$ cat src/rtl/edge_pkg.sv
// Shared types and constants for the pixel block reader.
package edge_pkg;

  typedef enum logic [1:0] {
    IDLE       = 2'd0,
    FETCH      = 2'd1,
    DONE_PULSE = 2'd2,
    EXHAUSTED  = 2'd3
  } reader_state_t;

  localparam int DEF_PIX_W = 8;

  // Window slot indices: row-major, row 0 at the top, column 0 on the left.
  localparam int WIN_TL = 0;
  localparam int WIN_TC = 1;
  localparam int WIN_TR = 2;
  localparam int WIN_ML = 3;
  localparam int WIN_MC = 4;
  localparam int WIN_MR = 5;
  localparam int WIN_BL = 6;
  localparam int WIN_BC = 7;
  localparam int WIN_BR = 8;

  function automatic logic [3:0] win_idx(input logic [1:0] r, input logic [1:0] c);
    return 4'({2'b00, r} * 4'd3 + {2'b00, c});
  endfunction

endpackage

$ cat src/rtl/pixel_block_reader_if.sv
// Image SRAM read port used by the pixel block reader.
interface pixel_block_reader_if
  import edge_pkg::*;
#(
  parameter int ADDR_W = 16,
  parameter int PIX_W  = DEF_PIX_W
);
  logic              mem_rd_req;
  logic [ADDR_W-1:0] mem_addr;
  logic              mem_rd_ack;
  logic [PIX_W-1:0]  mem_rd_data;

  modport master (output mem_rd_req, output mem_addr, input mem_rd_ack, input mem_rd_data);
  modport slave  (input mem_rd_req, input mem_addr, output mem_rd_ack, output mem_rd_data);
endinterface

$ cat src/rtl/window_shift_reg.sv
// 3x3 pixel window storage with per-slot writes and a one-cycle left shift.
module window_shift_reg
  import edge_pkg::*;
#(
  parameter int PIX_W = DEF_PIX_W
) (
  input  logic               clk,
  input  logic               rst,
  input  logic               shift,
  input  logic [8:0]         wr_en,
  input  logic [PIX_W-1:0]   wr_data,
  output logic [9*PIX_W-1:0] window
);

  logic [PIX_W-1:0] pix [9];

  // Shift drops the left column; the right column keeps stale data until refetched.
  always_ff @(posedge clk) begin
    if (rst) begin
      for (int i = 0; i < 9; i++) pix[i] <= '0;
    end else if (shift) begin
      pix[WIN_TL] <= pix[WIN_TC];
      pix[WIN_TC] <= pix[WIN_TR];
      pix[WIN_ML] <= pix[WIN_MC];
      pix[WIN_MC] <= pix[WIN_MR];
      pix[WIN_BL] <= pix[WIN_BC];
      pix[WIN_BC] <= pix[WIN_BR];
    end else begin
      for (int i = 0; i < 9; i++) begin
        if (wr_en[i]) pix[i] <= wr_data;
      end
    end
  end

  for (genvar g = 0; g < 9; g++) begin : g_out
    assign window[g*PIX_W +: PIX_W] = pix[g];
  end

endmodule

$ cat src/rtl/pixel_block_reader.sv
// Fetches 3x3 neighbourhoods in raster order of window centres.
// Optional replicate-border mode: define PIXEL_READER_BORDER_EN.
module pixel_block_reader
  import edge_pkg::*;
#(
  parameter int PIX_W  = DEF_PIX_W,
  parameter int ADDR_W = 16,
  parameter int IMG_W  = 64,
  parameter int IMG_H  = 64
) (
  input  logic                 clk,
  input  logic                 rst,
  input  logic                 start,
  input  logic [ADDR_W-1:0]    base_addr,
  input  logic                 en_read,
  pixel_block_reader_if.master mem,
  output logic [9*PIX_W-1:0]   window,
  output logic                 read_done,
  output logic                 all_read
);

`ifdef PIXEL_READER_BORDER_EN
  localparam int FIRST_X = 0;
  localparam int LAST_X  = IMG_W - 1;
  localparam int FIRST_Y = 0;
  localparam int LAST_Y  = IMG_H - 1;
`else
  localparam int FIRST_X = 1;
  localparam int LAST_X  = IMG_W - 2;
  localparam int FIRST_Y = 1;
  localparam int LAST_Y  = IMG_H - 2;
`endif
  // One spare bit so cy can step past the last row to mark exhaustion.
  localparam int CW = $clog2((IMG_W > IMG_H) ? IMG_W : IMG_H) + 1;

  reader_state_t     state_q, state_d;
  logic [CW-1:0]     cx, cy;
  logic [ADDR_W-1:0] base_q;
  logic [1:0]        fcol, frow;
  logic              first_col, exhausted, last_fetch, shift;
  logic [8:0]        wr_en;
  int                nx, ny;

  assign first_col  = (cx == CW'(FIRST_X));
  assign exhausted  = (cy > CW'(LAST_Y));
  assign last_fetch = (fcol == 2'd2) && (frow == 2'd2);
  assign read_done  = (state_q == DONE_PULSE);
  assign all_read   = (state_q == EXHAUSTED);

  // Neighbour coordinate of the slot being fetched and its SRAM address.
  always_comb begin
    nx = int'(cx) + int'(fcol) - 1;
    ny = int'(cy) + int'(frow) - 1;
`ifdef PIXEL_READER_BORDER_EN
    if (nx < 0) nx = 0;
    else if (nx > IMG_W - 1) nx = IMG_W - 1;
    if (ny < 0) ny = 0;
    else if (ny > IMG_H - 1) ny = IMG_H - 1;
`endif
    mem.mem_addr = base_q + ADDR_W'(ny * IMG_W + nx);
  end

  // Next-state decode plus request, shift and slot write strobes.
  always_comb begin
    state_d        = state_q;
    shift          = 1'b0;
    wr_en          = '0;
    mem.mem_rd_req = 1'b0;
    unique case (state_q)
      IDLE: begin
        if (!start && en_read) begin
          if (exhausted) begin
            state_d = EXHAUSTED;
          end else begin
            state_d = FETCH;
            shift   = !first_col;
          end
        end
      end
      FETCH: begin
        mem.mem_rd_req = 1'b1;
        if (mem.mem_rd_ack) begin
          wr_en[win_idx(frow, fcol)] = 1'b1;
          if (last_fetch) state_d = DONE_PULSE;
        end
      end
      DONE_PULSE: state_d = IDLE;
      EXHAUSTED:  if (start) state_d = IDLE;
      default:    state_d = IDLE;
    endcase
  end

  // State register.
  always_ff @(posedge clk) begin
    if (rst) state_q <= IDLE;
    else     state_q <= state_d;
  end

  // Centre walk, base latch and fetch slot pointer (column-major, top to bottom).
  always_ff @(posedge clk) begin
    if (rst) begin
      cx     <= CW'(FIRST_X);
      cy     <= CW'(FIRST_Y);
      base_q <= '0;
      fcol   <= 2'd0;
      frow   <= 2'd0;
    end else begin
      unique case (state_q)
        IDLE, EXHAUSTED: begin
          if (start) begin
            cx     <= CW'(FIRST_X);
            cy     <= CW'(FIRST_Y);
            base_q <= base_addr;
          end else if (state_q == IDLE && en_read && !exhausted) begin
            fcol <= first_col ? 2'd0 : 2'd2;
            frow <= 2'd0;
          end
        end
        FETCH: begin
          if (mem.mem_rd_ack && !last_fetch) begin
            if (frow == 2'd2) begin
              frow <= 2'd0;
              fcol <= fcol + 2'd1;
            end else begin
              frow <= frow + 2'd1;
            end
          end
        end
        DONE_PULSE: begin
          if (cx == CW'(LAST_X)) begin
            cx <= CW'(FIRST_X);
            cy <= cy + CW'(1);
          end else begin
            cx <= cx + CW'(1);
          end
        end
        default: ;
      endcase
    end
  end

  window_shift_reg #(.PIX_W(PIX_W)) u_win (
    .clk     (clk),
    .rst     (rst),
    .shift   (shift),
    .wr_en   (wr_en),
    .wr_data (mem.mem_rd_data),
    .window  (window)
  );

endmodule

$ cat src/flat_wrapper.sv
// flat-port wrapper written by rule: the top's interface ports become plain ports
module pixel_block_reader_flat import edge_pkg::*;
#(
  parameter int PIX_W  = DEF_PIX_W,
  parameter int ADDR_W = 16,
  parameter int IMG_W  = 64,
  parameter int IMG_H  = 64
)
  (clk, rst, start, base_addr, en_read, window, read_done, all_read, mem_mem_rd_req, mem_mem_addr, mem_mem_rd_ack, mem_mem_rd_data);
  pixel_block_reader_if #(.ADDR_W(ADDR_W), .PIX_W(PIX_W)) mem_i ();
  input  logic clk;
  input  logic rst;
  input  logic start;
  input  logic [ADDR_W-1:0] base_addr;
  input  logic en_read;
  output logic [9*PIX_W-1:0] window;
  output logic read_done;
  output logic all_read;
  output wire logic [$bits(mem_i.mem_rd_req)-1:0] mem_mem_rd_req;
  output wire logic [$bits(mem_i.mem_addr)-1:0] mem_mem_addr;
  input wire logic [$bits(mem_i.mem_rd_ack)-1:0] mem_mem_rd_ack;
  input wire logic [$bits(mem_i.mem_rd_data)-1:0] mem_mem_rd_data;
  assign mem_mem_rd_req = mem_i.mem_rd_req;
  assign mem_mem_addr = mem_i.mem_addr;
  assign mem_i.mem_rd_ack = mem_mem_rd_ack;
  assign mem_i.mem_rd_data = mem_mem_rd_data;
  pixel_block_reader #(.PIX_W(PIX_W), .ADDR_W(ADDR_W), .IMG_W(IMG_W), .IMG_H(IMG_H)) u_core (.clk(clk), .rst(rst), .start(start), .base_addr(base_addr), .en_read(en_read), .mem(mem_i), .window(window), .read_done(read_done), .all_read(all_read));
endmodule
$ cat config.mk
export PLATFORM = sky130hd
export DESIGN_NAME = pixel_block_reader_flat
export DESIGN_NICKNAME = d
export VERILOG_FILES = /design/src/rtl/edge_pkg.sv /design/src/rtl/pixel_block_reader_if.sv /design/src/rtl/window_shift_reg.sv /design/src/rtl/pixel_block_reader.sv /design/src/flat_wrapper.sv
export SDC_FILE = /design/constraint.sdc
export NUM_CORES = 1
export LEC_CHECK = 0
export BUFFER_PORTS_ARGS = -buffer_cell sky130_fd_sc_hd__buf_2
export CAP_MARGIN = 20
export CELL_PAD_IN_SITES_DETAIL_PLACEMENT = 2
export CELL_PAD_IN_SITES_GLOBAL_PLACEMENT = 2
export CORE_ASPECT_RATIO = 0.7
export CORE_MARGIN = 2
export CORE_UTILIZATION = 32
export CTS_BUF_LIST = sky130_fd_sc_hd__clkbuf_16
export DETAILED_ROUTE_END_ITERATION = 16
export PLACE_DENSITY = 0.87
export RECOVER_POWER = 100
export SKIP_LAST_GASP = 1
export SYNTH_ARGS = -nofsm -noshare
export SYNTH_HDL_FRONTEND = slang
export SYNTH_SLANG_ARGS = --single-unit
export TNS_END_PERCENT = 1
$ cat constraint.sdc
create_clock -name clk -period 3.9 [get_ports clk]
set_input_delay 0.585 -clock clk [delete_from_list [all_inputs] [get_ports clk]]
set_output_delay 0.585 -clock clk [all_outputs]
set_load 0.01 [all_outputs]
==> results of run 1 <==
worst max-delay path, delay by kind of cell, from the launching register on:
kind                     cells  cell delay, ns
adder cells (fa/ha/maj)      4            1.28
AO/OA/AOI/OAI                4            0.88
buffers and inverters        5            0.63
XOR/XNOR                     2            0.39
flip-flops                   1            0.37
AND/OR/NAND/NOR              1            0.18
repair_timing:
item                       4_1_cts  5_1_grt
setup endpoints to repair       10       11
pin swaps                       24       28
buffers inserted                 4        6
resized for setup               28       26
registers in the layout, summed over array words and instances, names as in the netlist:
signal,cells
u_core.u_win.pix,72
u_core.frow,2
u_core.fcol,2
u_core.cy,7
u_core.base_q,16
u_core.cx,7
u_core.state_q,2
report_power, final:
group / switching (uW) / internal, uW
combinational: 2370 / 1920
clock: 478 / 434
sequential: 109 / 1410
cell usage in the layout (no fill, tap or decap), types with 7 or more instances in the layout:
master	Yosys	routed
dfxtp_1	36	31
clkbuf_1	11	75
xor2_1	21	16
mux2i_1	51	51
ha_1	61	45
nor2_1	93	91
nand3_1	15	13
buf_2	5	44
ha_4	0	12
nand2b_1	9	9
clkbuf_16	0	9
and3_1	7	7
xnor2_1	15	15
buf_4	0	63
a21oi_1	35	29
nand2_1	52	50
inv_1	68	65
edfxtp_1	72	72
through the flow:
stage / setup slack (ns) / utilization / instance area (um2) / setup TNS (ns) / total power, uW
6_report: -0.784 / 0.420 / 8350 / -6.05 / 6720
5_1_grt: -0.971 / 0.419 / 8350 / -7.94 / 7150
4_1_cts: -0.597 / 0.415 / 8270 / -4.43 / 6320
3_5_place_dp: -0.443 / 0.393 / 7820 / -2.54 / 5130
3_3_place_gp: -0.220 / 0.393 / 7820 / -1.11 / 4900
2_1_floorplan: -0.0723 / - / 6630 / -0.165 / 3660
final timing paths:
path,from,to,slack [ns],cells past startpoint
worst max-delay path,u_core.fcol[1]$_SDFFE_PP0P_,mem_mem_addr[11],-0.78,16
worst max register to register,u_core.fcol[1]$_SDFFE_PP0P_,u_core.u_win.pix[0][68]$_DFFE_PP_,0.07,10
worst min-delay path,base_addr[1],u_core.base_q[1]$_SDFFE_PP0P_,0.46,3
worst min register to register,u_core.base_q[2]$_SDFFE_PP0P_,u_core.base_q[2]$_SDFFE_PP0P_,0.47,2
area by class of cell:
type / count / area, um2 / area share
inverters: 68 / 255 / 0.0306
multi-input cells: 441 / 3580 / 0.429
diodes: 1 / 2.50 / 0.000300
well taps: 270 / 338 / 0.0404
repair buffers: 185 / 1010 / 0.121
clock inverters: 7 / 43.8 / 0.00524
flip-flops and latches: 108 / 2900 / 0.347
clock buffers: 9 / 225 / 0.0270
cells by family (layout without fill, tap and decap cells):
kind of cell	Yosys count	count (layout)
and+or+nand+nor	208	208
DFF	108	108
buffers and inverters	96	269
AOI/OAI and AO/OA	76	76
adders and majority gates	68	68
muxes	53	53
xor gates and xnor gates	36	36
other	0	1
metal layers:
layer | vias to the layer above | part of all wire | routed length (um)
met5 | - | 0 | 0
li1 | 2542 | - | -
met3 | 51 | 0.043 | 1150
met1 | 2905 | 0.42 | 11300
met4 | 0 | 0.033 | 890
met2 | 164 | 0.50 | 13600
==> results.toml, run 1 <==
[run_status]
status = "finished with violations"
violations = "setup timing"

[synthesis]
synth_common_cells = "nor2_1, edfxtp_1, inv_1"
syn_area_um2 = 6540
synth-compound-area-share = 0.0801
avgSynthCellArea_um2 = 10.1
synth_nets = 742
ys_ff_latch = 108
yosysSeqAreaShare = 0.441
synth_top_family_by_area = "simple AND/OR/NAND/NOR gates"
synth_xor_area_frac = 0.0482
synthAdderAreaFrac = 0.138
yosysMostFrequentCell = "nor2_1"
ys_top_cells_by_area = "edfxtp_1, ha_1, dfxtp_1, mux2i_1, nor2_1"
async_reset_ff_frac = 0
yosysUniqueCellTypes = 52
synth_edf_count = 72
yosysTopAreaCellShare = 0.330
synthCells = 645
synth_ff_type = "edfxtp_1"
ys_warn_count = 0
yosys.area_share.simple = 0.147
synth_mux_area_frac = 0.0815
yosysTopAreaCell = "edfxtp_1"

[clock_network]
cts_hold_buf = 0
cts_tree = "yes"
cts_max_level = 3
cts-root-buf = "clkbuf_16"
clockBufferDepth = 2
cts_buffers = 9
clkLatencyLatePin_ns = 0.38
clkSlewWorstSetupHoldPaths_ns = 0.08
cts.sinks = 108

[critical_path]
cp_data_required_time_ns = 3.31
crit_fanout = 3
cp-end-kind = "primary output"
worstPathArrival_ns = 4.10
crit_type = "reg2out"
cp_slowest_stage_delay_ns = 0.54
critPathSlowestCell = "fa_1"
start_kind = "flip-flop"
path_cells = "ha_4, a21o_1, nand4_1, xor2_2, ha_2, inv_1, fa_1, ha_4, buf_6, buf_4, o21ai_1, o21ai_1, a31oi_2, buf_4, xnor2_1, buf_2"

[global_routing]
antenna_found_initial = 1
grt.total_usage = 0.235
grt_pass1_vias = 6243
grt_start_max_net_pins = 34
grt_pass1_wl_um = 37900
met1_usage = 0.289
met3_usage = 0.0461
overflow = 0
grt_busiest_layer = "met2"
use_met2 = 0.406

[cells_and_area]
nets = 910
area_growth_pct = 27.7
fill_cells = 2182
drive_above_1_share = 0.232
final_cells = 1089

[route]
first_pass_iters = 5
ant_nets = 0
vias = 5662
drtIter0Drc = 346
vias_per_cell = 5.20
route.detailed.drc = 0
routed_wl_um = 27000
post_drt_wl_per_cell_um = 24.8

[sta]
tightest_slew_ns = 1.20
setup_viol = 10
fin_crit_sh = 1.20
period_minus_slack_ns = 4.68
final-hold-violation-count = 0
rsz0062_at_grt = "yes"
holdWs_ns = 0.455
setup_slack_ns = -0.784
fin_skew_ns = 0.0206
max-slew-margin-rel = 0.200
drv_slew = 0
max_freq_mhz = 213

[die]
start_util = 0.329
die_width_um = 175
die_h_um = 124
num_rows = 43
io_pins = 120
core_area_um2 = 19900
die-area_um2 = 21600

[placement]
hpwl_um = 16900
place_inst = 1061
port_buffers = 119
gp_congestion = 0.793

[pwr]
ir_drop_uv = 399
leakage_uw = 0.00333
powerDensity_nw_per_um2 = 805

[job]
drv_cap = 0

[min_path]
hp-class = "in2reg"
No activity file was read; power rests on OpenSTA's default activity.
==> inputs of run 2 (changes only) <==
- SKIP_CTS_REPAIR_TIMING: default -> 1
==> run 2 against run 1 <==
Compared with the run above: the run still ends with setup timing left; global-route usage fell by 2.5 points; setup slack improved by 0.12 ns; wire length fell by 8.8%; non-clock buffer count fell by 7; via count fell by 3.4%.
==> results.toml, run 2 (synthesis gave the netlist of run 1 again) <==
[run_status]
status = "finished with violations"
violations = "setup timing"

[critical_path]
start_kind = "flip-flop"
path_cells = "ha_1, a21o_1, nand2_1, xor2_1, ha_1, inv_1, ha_1, ha_1, a211o_1, a211oi_2, o21ai_1, a31oi_2, buf_4, xnor2_1, buf_2"
cp-endpoint = "mem_mem_addr[11]"
crit_start = "u_core.fcol[1]$_SDFFE_PP0P_"
timing.rr.start = "u_core.frow[1]$_SDFFE_PP0P_"
ff2ff_path_depth = 7
worstPathArrival_ns = 3.98
cp_data_required_time_ns = 3.31
critPathSlowestCell = "dfxtp_1"
cpMostUsedCell = "ha_1"
worst-path-stages = 15
worst-path-buf-inv = 3
critPathTopFamily = "compound AO/OA/AOI/OAI gates"
cp-end-kind = "primary output"
cp_slowest_stage_delay_ns = 0.34
worst_r2r_endpoint = "u_core.u_win.pix[0][13]$_SDFFCE_PP0P_"
r2r_slack_ns = 0.31
crit_type = "reg2out"
crit_fanout = 3

[sta]
max-slew-margin-rel = 0.322
setup_viol = 10
tightest_slew_ns = 1.02
setup_tns_ns = -4.99
holdWs_ns = 0.461
period_minus_slack_ns = 4.57
drv_slew = 0
fin_crit_sh = 1.17
setup_slack_ns = -0.667
final-hold-violation-count = 0
max_freq_mhz = 219
rsz0062_at_grt = "yes"
fin_skew_ns = 0.0120

[pwr]
internal-power_uw = 3700
p_sw_uw = 2790
leakage_uw = 0.00329
power.total_uw = 6490
p_comb_frac = 0.629
p_seq_frac = 0.233
powerDensity_nw_per_um2 = 788
switching_share = 0.430
p_clk_frac = 0.139
ir_drop_uv = 394

[global_routing]
grt_pass1_vias = 5995
overflow = 0
grt_pass1_wl_um = 34500
grt_start_max_net_pins = 34
antenna_found_initial = 1
grt.total_usage = 0.210

[route]
post_drt_wl_per_cell_um = 22.7
routed_wl_um = 24600
first_pass_iters = 5
drtIter0Drc = 292
route.detailed.drc = 0
ant_nets = 0
vias_per_cell = 5.05
vias = 5469

[clock_network]
cts-root-buf = "clkbuf_16"
cts_buffers = 9
clockBufferDepth = 2
clkSlewWorstSetupHoldPaths_ns = 0.08
clkLatencyLatePin_ns = 0.37
cts_tree = "yes"
cts_max_level = 3
cts.sinks = 108

[placement]
gp_congestion = 0.793
port_buffers = 119
place_inst = 1061
hpwl_um = 16900

[cells_and_area]
layout_common_cells = "nor2_1, clkbuf_1, edfxtp_1"
top_register = "u_core.u_win.pix"
layout_commonest_cell = "nor2_1"
final_cells = 1082
area_growth_pct = 26.0
nets = 903
reg_top3 = "u_core.u_win.pix: 72 flops, u_core.base_q: 16 flops"
fin_util = 0.414
largest_reg_flops = 72
drive_above_1_share = 0.218

[die]
core_area_um2 = 19900
start_util = 0.329
die_h_um = 124
num_rows = 43
io_pins = 120
die_width_um = 175
die-area_um2 = 21600

[min_path]
hold_start = "base_addr[1]"
hp-class = "in2reg"

[job]
drv_cap = 0
[run 2: metrics by stage]
step	cell area [um2]	worst slack, ns
after global placement	7820	-0.220
final	8240	-0.667
after CTS	8080	-0.920
after detailed placement	7820	-0.443
after floorplan	6630	-0.0723
after global routing	8240	-0.919
[run 2: power groups by stage]
| stage | Clock, uW | Sequential [uW] | Combinational [uW] |
|---|---|---|---|
| after global placement | 0 | 1510 | 3390 |
| after floorplan | 0 | 1570 | 2100 |
| after CTS | 904 | 1510 | 3640 |
| after global routing | 948 | 1530 | 4450 |
| after detailed placement | 0 | 1530 | 3600 |
| final | 900 | 1510 | 4080 |
[run 2: how the worst min path moves through the flow]
| stage | cells after the start | end | slack (ns) |
|---|---|---|---|
| after floorplan | 2 | u_core.base_q[0]$_SDFFE_PP0P_ | 0.44 |
| after global placement | 2 | u_core.base_q[13]$_SDFFE_PP0P_ | 0.44 |
| after detailed placement | 2 | u_core.base_q[10]$_SDFFE_PP0P_ | 0.46 |
| after CTS | 3 | u_core.base_q[9]$_SDFFE_PP0P_ | 0.45 |
| after global routing | 3 | u_core.base_q[1]$_SDFFE_PP0P_ | 0.46 |
| final | 3 | u_core.base_q[1]$_SDFFE_PP0P_ | 0.46 |
[run 2: worst min-delay path, stage by stage]
cell     delay [ns]
buf_2          0.10
nand2_1        0.05
a21oi_1        0.05
[run 2: per-layer routing]
layer,GRT usage,part of all wire,vias up
met2,0.374,0.51,121
met5,0,0,-
met3,0.0409,0.039,27
met4,0.0609,0.020,0
met1,0.260,0.43,2791
li1,-,-,2530
[run 2: final cells by class]
class | instances | area (um2)
multi-input cells | 441 | 3530
inverters | 68 | 255
flip-flops and latches | 108 | 2890
clock buffers | 9 | 225
diodes | 1 | 2.50
clock inverters | 7 | 43.8
repair buffers | 178 | 953
well taps | 270 | 338
fillers | 2163 | 11700
